<file path="src/rtl/sram_l1_arbiter_pkg.sv">
// Shared types and default widths for the L1 SRAM arbiter slice.
package sram_l1_arb_pkg;

   localparam int unsigned DEF_ADDR_WIDTH     = 9;
   localparam int unsigned DEF_DATA_WIDTH     = 33;
   localparam int unsigned DEF_NUM_WMASKS     = 4;
   localparam int unsigned DEF_WR_CYCLES      = 2;
   localparam int unsigned DEF_TIMEOUT_CYCLES = 80;

   typedef enum logic [1:0] {
      IDLE  = 2'd0,
      WRITE = 2'd1,
      READ  = 2'd2,
      RESP  = 2'd3
   } arb_state_e;

   // Requester index: 0 = fetch port, 1 = load/store port.
   typedef logic req_id_t;

endpackage

</file>
<file path="src/rtl/sram_l1_arbiter_rr_arbiter.sv">
// Two-way round-robin grant from the request valids and the last-served id.
module sram_l1_rr_arbiter
   import sram_l1_arb_pkg::*;
(
   input  logic    valid0,
   input  logic    valid1,
   input  req_id_t last,
   output logic    gnt0,
   output logic    gnt1
);

   // A lone requester wins; on a tie the requester not served last wins.
   always_comb begin
      gnt0 = valid0 & (~valid1 | (last == 1'b1));
      gnt1 = valid1 & (~valid0 | (last == 1'b0));
   end

endmodule

</file>
<file path="src/rtl/sram_l1_arbiter.sv">
// Round-robin arbiter and csb/we sequencer in front of sram_wrap_l1.
// Optional read watchdog: define SRAM_ARB_TIMEOUT_EN.
module sram_l1_arbiter
   import sram_l1_arb_pkg::*;
#(
   parameter int unsigned ADDR_WIDTH     = DEF_ADDR_WIDTH,
   parameter int unsigned DATA_WIDTH     = DEF_DATA_WIDTH,
   parameter int unsigned NUM_WMASKS     = DEF_NUM_WMASKS,
   parameter int unsigned WR_CYCLES      = DEF_WR_CYCLES,
   parameter int unsigned TIMEOUT_CYCLES = DEF_TIMEOUT_CYCLES
) (
   input  logic                  clk,
   input  logic                  rst_n,
   input  logic                  req0_valid,
   output logic                  req0_ready,
   input  logic                  req0_we,
   input  logic [ADDR_WIDTH-1:0] req0_addr,
   input  logic [DATA_WIDTH-2:0] req0_wdata,
   input  logic [NUM_WMASKS-1:0] req0_wmask,
   input  logic                  req1_valid,
   output logic                  req1_ready,
   input  logic                  req1_we,
   input  logic [ADDR_WIDTH-1:0] req1_addr,
   input  logic [DATA_WIDTH-2:0] req1_wdata,
   input  logic [NUM_WMASKS-1:0] req1_wmask,
   output logic                  rsp0_valid,
   output logic [DATA_WIDTH-2:0] rsp0_rdata,
   output logic                  rsp0_err,
   output logic                  rsp1_valid,
   output logic [DATA_WIDTH-2:0] rsp1_rdata,
   output logic                  rsp1_err,
   output logic                  sram_csb,
   output logic                  sram_we,
   output logic [ADDR_WIDTH-1:0] sram_addr,
   output logic [DATA_WIDTH-2:0] sram_wdata,
   output logic [NUM_WMASKS-1:0] sram_wmask,
   input  logic [DATA_WIDTH-2:0] sram_rdata,
   input  logic                  sram_data_ready
);

   localparam int unsigned DW  = DATA_WIDTH - 1;
   localparam int unsigned WCW = (WR_CYCLES > 1) ? $clog2(WR_CYCLES) : 1;
   localparam logic [WCW-1:0] WR_CNT_INIT = WCW'(WR_CYCLES - 1);

   arb_state_e            state_q, state_d;
   req_id_t               owner_q, owner_d;
   req_id_t               last_q, last_d;
   logic [ADDR_WIDTH-1:0] addr_q, addr_d;
   logic [DW-1:0]         wdata_q, wdata_d;
   logic [NUM_WMASKS-1:0] wmask_q, wmask_d;
   logic                  csb_q, csb_d;
   logic                  swe_q, swe_d;
   logic [WCW-1:0]        wr_cnt_q, wr_cnt_d;
   logic                  rsp0_valid_q, rsp0_valid_d;
   logic                  rsp1_valid_q, rsp1_valid_d;
   logic [DW-1:0]         rsp0_rdata_q, rsp0_rdata_d;
   logic [DW-1:0]         rsp1_rdata_q, rsp1_rdata_d;
   logic                  gnt0, gnt1;
   logic                  timed_out;

`ifdef SRAM_ARB_TIMEOUT_EN
   localparam int unsigned TCW = (TIMEOUT_CYCLES > 1) ? $clog2(TIMEOUT_CYCLES) : 1;
   localparam logic [TCW-1:0] TO_LAST = TCW'(TIMEOUT_CYCLES - 1);
   logic [TCW-1:0] to_cnt_q, to_cnt_d;
   logic           rsp0_err_q, rsp0_err_d;
   logic           rsp1_err_q, rsp1_err_d;
`else
   logic unused_timeout_cfg;
   assign unused_timeout_cfg = ^TIMEOUT_CYCLES;
`endif

   sram_l1_rr_arbiter u_rr (
      .valid0 (req0_valid),
      .valid1 (req1_valid),
      .last   (last_q),
      .gnt0   (gnt0),
      .gnt1   (gnt1)
   );

   // Readies are only offered while idle and out of reset.
   always_comb begin
      req0_ready = gnt0 & (state_q == IDLE) & rst_n;
      req1_ready = gnt1 & (state_q == IDLE) & rst_n;
   end

   // Next-state, request capture, read-data capture and response pulse.
   always_comb begin
      state_d      = state_q;
      owner_d      = owner_q;
      last_d       = last_q;
      addr_d       = addr_q;
      wdata_d      = wdata_q;
      wmask_d      = wmask_q;
      wr_cnt_d     = wr_cnt_q;
      rsp0_rdata_d = rsp0_rdata_q;
      rsp1_rdata_d = rsp1_rdata_q;
      timed_out    = 1'b0;
`ifdef SRAM_ARB_TIMEOUT_EN
      to_cnt_d     = to_cnt_q;
`endif
      case (state_q)
         IDLE: begin
            if (req0_ready || req1_ready) begin
               owner_d  = req1_ready;
               last_d   = req1_ready;
               addr_d   = req1_ready ? req1_addr  : req0_addr;
               wdata_d  = req1_ready ? req1_wdata : req0_wdata;
               wmask_d  = req1_ready ? req1_wmask : req0_wmask;
               wr_cnt_d = WR_CNT_INIT;
`ifdef SRAM_ARB_TIMEOUT_EN
               to_cnt_d = '0;
`endif
               state_d  = (req1_ready ? req1_we : req0_we) ? WRITE : READ;
            end
         end
         WRITE: begin
            if (wr_cnt_q == '0) state_d = RESP;
            else                wr_cnt_d = wr_cnt_q - WCW'(1);
         end
         READ: begin
            if (sram_data_ready) begin
               state_d = RESP;
               if (owner_q == 1'b0) rsp0_rdata_d = sram_rdata;
               else                 rsp1_rdata_d = sram_rdata;
            end
`ifdef SRAM_ARB_TIMEOUT_EN
            else if (to_cnt_q == TO_LAST) begin
               state_d   = RESP;
               timed_out = 1'b1;
               if (owner_q == 1'b0) rsp0_rdata_d = '0;
               else                 rsp1_rdata_d = '0;
            end else begin
               to_cnt_d = to_cnt_q + TCW'(1);
            end
`endif
         end
         RESP:    state_d = IDLE;
         default: state_d = IDLE;
      endcase
      // SRAM strobes and response pulses are registered from the next state.
      csb_d        = ~((state_d == WRITE) || (state_d == READ));
      swe_d        = ~(state_d == WRITE);
      rsp0_valid_d = (state_d == RESP) && (owner_d == 1'b0);
      rsp1_valid_d = (state_d == RESP) && (owner_d == 1'b1);
`ifdef SRAM_ARB_TIMEOUT_EN
      rsp0_err_d   = rsp0_valid_d & timed_out;
      rsp1_err_d   = rsp1_valid_d & timed_out;
`endif
   end

   // All state and outputs; reset forces deselect immediately.
   always_ff @(posedge clk or negedge rst_n) begin
      if (!rst_n) begin
         state_q      <= IDLE;
         owner_q      <= 1'b0;
         last_q       <= 1'b1;
         addr_q       <= '0;
         wdata_q      <= '0;
         wmask_q      <= '0;
         csb_q        <= 1'b1;
         swe_q        <= 1'b1;
         wr_cnt_q     <= '0;
         rsp0_valid_q <= 1'b0;
         rsp1_valid_q <= 1'b0;
         rsp0_rdata_q <= '0;
         rsp1_rdata_q <= '0;
`ifdef SRAM_ARB_TIMEOUT_EN
         to_cnt_q     <= '0;
         rsp0_err_q   <= 1'b0;
         rsp1_err_q   <= 1'b0;
`endif
      end else begin
         state_q      <= state_d;
         owner_q      <= owner_d;
         last_q       <= last_d;
         addr_q       <= addr_d;
         wdata_q      <= wdata_d;
         wmask_q      <= wmask_d;
         csb_q        <= csb_d;
         swe_q        <= swe_d;
         wr_cnt_q     <= wr_cnt_d;
         rsp0_valid_q <= rsp0_valid_d;
         rsp1_valid_q <= rsp1_valid_d;
         rsp0_rdata_q <= rsp0_rdata_d;
         rsp1_rdata_q <= rsp1_rdata_d;
`ifdef SRAM_ARB_TIMEOUT_EN
         to_cnt_q     <= to_cnt_d;
         rsp0_err_q   <= rsp0_err_d;
         rsp1_err_q   <= rsp1_err_d;
`endif
      end
   end

   assign sram_csb   = csb_q;
   assign sram_we    = swe_q;
   assign sram_addr  = addr_q;
   assign sram_wdata = wdata_q;
   assign sram_wmask = wmask_q;
   assign rsp0_valid = rsp0_valid_q;
   assign rsp1_valid = rsp1_valid_q;
   assign rsp0_rdata = rsp0_rdata_q;
   assign rsp1_rdata = rsp1_rdata_q;
`ifdef SRAM_ARB_TIMEOUT_EN
   assign rsp0_err   = rsp0_err_q;
   assign rsp1_err   = rsp1_err_q;
`else
   assign rsp0_err   = 1'b0;
   assign rsp1_err   = 1'b0;
`endif

endmodule

</file>
<file path="config.mk">
export PLATFORM = sky130hd
export DESIGN_NAME = sram_l1_arbiter
export DESIGN_NICKNAME = d
export VERILOG_FILES = /design/src/rtl/sram_l1_arbiter_pkg.sv /design/src/rtl/sram_l1_arbiter_rr_arbiter.sv /design/src/rtl/sram_l1_arbiter.sv
export SDC_FILE = /design/constraint.sdc
export NUM_CORES = 1
export LEC_CHECK = 0
export ABC_AREA = 1
export ABC_CLOCK_PERIOD_IN_PS = 2090
export CORE_MARGIN = 5
export CORE_UTILIZATION = 35
export DETAILED_ROUTE_END_ITERATION = 10
export GPL_ROUTABILITY_DRIVEN = 1
export PLACE_DENSITY = 0.7
export REMOVE_ABC_BUFFERS = 1
export SETUP_SLACK_MARGIN = 0.1
export SYNTH_ARGS = -nofsm -noshare
export SYNTH_HDL_FRONTEND = slang
export SYNTH_SLANG_ARGS = --single-unit
</file>
<file path="constraint.sdc">
create_clock -name clk -period 2.09 [get_ports clk]
set_input_delay 0.627 -clock clk [delete_from_list [all_inputs] [get_ports clk]]
set_output_delay 0.627 -clock clk [all_outputs]
set_load 0.01 [all_outputs]
</file>
==> reports/qor.yml <==
detail_route.first_pass.iterations: 4
wire_length_of_the_first_global_routing_pass_um: 25000
post-route-cell-area_um2: 8300
antenna_cells: 0
cp_slowest_stage_delay_ns: 0.55
maximum_vdd_drop_mv: 0.514
timing.reg2reg.setup_slack_ns: 0.32
final_util: 0.596
layout.area.seq_um2: 2960
grt_antenna_before_repair: 0
r2r-start: "last_q$_DFFE_PN1P_"
initial_core_utilization: 0.359
fp.dieArea_um2: 16800
routed_via_density: 4.82
multi_input_comb_area_um2: 1660
outcome: "finished, final reports clean"
synth.cell_area_um2: 5000
hold_buffers: 0
fmaxAchievable_ghz: 0.496
cts-buffers-inserted: 17
crit_family: "flip-flops"
async_reset_ff_frac: 1.00
wire_per_inst_um: 16.1
worst-path-buf-inv: 3
clock_insertion_delay_worst_skew_ns: 0.41
worst_pin_slew_ns: 0.865
tritoncts_num_sinks: 118
filler_cells_inserted: 1197
layout.nets: 928
clock-root-buffer: "clkbuf_16"
cp_num_cells: 5
synth-seq-area-share: 0.591
setup-violations-final: 0
horizontal_die_dimension_um: 130
post-layout-total-power_mw: 11.4
worst_setup_hold_path_clk_slew_ns: 0.05
critical_path.cell_chain: "inv_2 > nand2_2 > nand4_1 > inv_1 > buf_6"
cts_max_level: 4
place_area_um2: 7620
finalWorstPathRequiredPeriod_ns: 2.02
route.detailed.drc: 0
synthFlopType: "dfrtp_1"
tns_ns: 0
register_bit_count_reported_by_yosys: 118
crit_required_ns: 1.46
placeableCoreArea_um2: 13900
gp_congestion: 0.888
whs_ns: 0.172
area_delta_synth_final_pct: 66.0
cts_tree: "built"
synth_area_per_cell_um2: 9.14
reg2reg_depth: 9
total_leakage_power_nw: 4.17
critical_path.slowest_cell: "dfstp_2"
critical_path.startpoint_type: "flop"
route.final.wire_length_um: 15900
cells_after_synthesis: 547
critical_path.reg2reg.endpoint: "rsp1_valid$_DFF_PN0_"
timing.setup.critical_path_class: "flop to primary output"
power_density_nw_per_um2: 1380
hold_viol: 0
critical_path_peak_fanout: 2
place_hpwl_um: 11700
max_cap_violations: 0
rows: 43
number_of_global_route_vias_before_repair: 4894
grt_use_total: 0.192
grt_max_degree: 70
crit_arrival_ns: 1.39
dieHeight_um: 130
grt.overflow.total: 0
port_buffers: 243
finalClockSkew_ns: 0.00462
final.period_utilization: 0.965
synthesis.yosys.warnings: 0
post_route_cells_drive_above_1_share: 0.117
rsz0062_at_grt: "yes"
clock_path_buffers: 2
via_count: 4779
report.final.slew_viol_count: 0
detailedRoute.firstIterationViolations: 180
number_of_synthesized_flops_with_an_enable_pin: 0
timing.critical_path.to_type: "primary output"
worstHoldPathType: "primary input to asynchronous set/reset pin"
worst_slew_margin_rel: 0.423
ant_nets: 0
synth_cell_types: 25
ioPinCount: 246
==> layout by cell type, fill, tap and decap left out, types with 3 or more instances in the layout <==
cell type / synthesis / routed
clkdlybuf4s50_1: 0 / 195
nand2_1: 123 / 121
dfrtp_1: 115 / 115
o21ai_0: 73 / 73
o21ai_1: 63 / 63
nor2_1: 48 / 48
inv_1: 45 / 44
dlymetal6s2s_1: 0 / 30
buf_4: 6 / 21
o21ai_2: 20 / 20
clkbuf_16: 0 / 17
dlygate4sd2_1: 0 / 14
nand2_2: 5 / 7
clkinv_2: 0 / 5
buf_12: 1 / 4
inv_2: 2 / 3
nand4_1: 3 / 3
a21oi_1: 3 / 3
clkbuf_8: 0 / 3
dfstp_2: 3 / 3
==> cells in the mapped netlist, types with 2 or more instances <==
cell type / n / area [µm²]
o21ai_2: 20 / 175
nand4_1: 3 / 18.8
nand2_1: 123 / 462
nor2_1: 48 / 180
clkbuf_1: 6 / 22.5
buf_2: 17 / 85.1
buf_6: 4 / 45.0
o21ai_1: 63 / 315
dfstp_2: 3 / 78.8
nand3_1: 2 / 10.0
nand3_2: 2 / 20.0
nand2_2: 5 / 31.3
a21oi_1: 3 / 15.0
inv_1: 45 / 169
buf_4: 6 / 45.0
dfrtp_1: 115 / 2880
inv_2: 2 / 7.51
o21ai_0: 73 / 365
==> stage by stage <==
step           worst slack, ns  cells
2_1_floorplan           -0.456    514
3_3_place_gp            -0.565    955
3_5_place_dp            -0.566    955
4_1_cts                 0.0930    989
5_1_grt                -0.0291    991
6_report                0.0738    991
==> logic make-up (layout without fill, tap and decap cells) <==
kind of cell | after synthesis | count (layout) | share of synthesized area
AND/OR/NAND/NOR | 187 | 187 | 0.151
AO/OA/AOI/OAI | 160 | 160 | 0.177
flip-flops | 118 | 118 | 0.591
buffers and inverters | 81 | 344 | 0.0788
other | 1 | 2 | 0.000750
==> report_power, final <==
group | internal [mW] | switching [mW]
logic | 2.45 | 2.22
registers | 3.34 | 0.612
clock network | 1.83 | 0.983
total | 7.63 | 3.82
==> registers in the layout (all words and copies together) (netlist names), 2 cells and up <==
signal / count
sram_wmask: 4
state_q: 2
rsp0_rdata: 32
sram_addr: 9
sram_wdata: 32
rsp1_rdata: 32
==> layout make-up <==
type | instances | share of cell area
multi-input cells | 349 | 0.200
clock buffers | 22 | 0.0571
repair buffers | 266 | 0.326
flip-flops and latches | 118 | 0.356
clock inverters | 9 | 0.0122
inverters | 47 | 0.0213
well taps | 180 | 0.0271
==> routing by layer <==
metal / vias up / routed length, µm / global-route usage
met5: - / 0 / 0
met4: 0 / 457 / 0.0831
met3: 34 / 1880 / 0.0866
met2: 249 / 7340 / 0.306
met1: 2235 / 6250 / 0.224
li1: 2261 / - / -
==> what timing repair did <==
action / in CTS / in global routing
setup endpoints to repair: 15 / 32
gates resized for setup: 28 / 31
pin swaps: 1 / 1
buffers inserted: 3 / 2
==> how the worst max path moves through the flow <==
stage / start / to / slack (ns)
4_1_cts: state_q[1]$_DFF_PN0_ / req1_ready / 0.09
3_3_place_gp: req1_valid / req1_ready / -0.57
3_5_place_dp: req1_valid / req0_ready / -0.57
6_report: last_q$_DFFE_PN1P_ / req0_ready / 0.07
2_1_floorplan: req0_valid / req1_ready / -0.46
5_1_grt: last_q$_DFFE_PN1P_ / req0_ready / -0.03
Note: power is estimated with default switching activity, not from simulation.
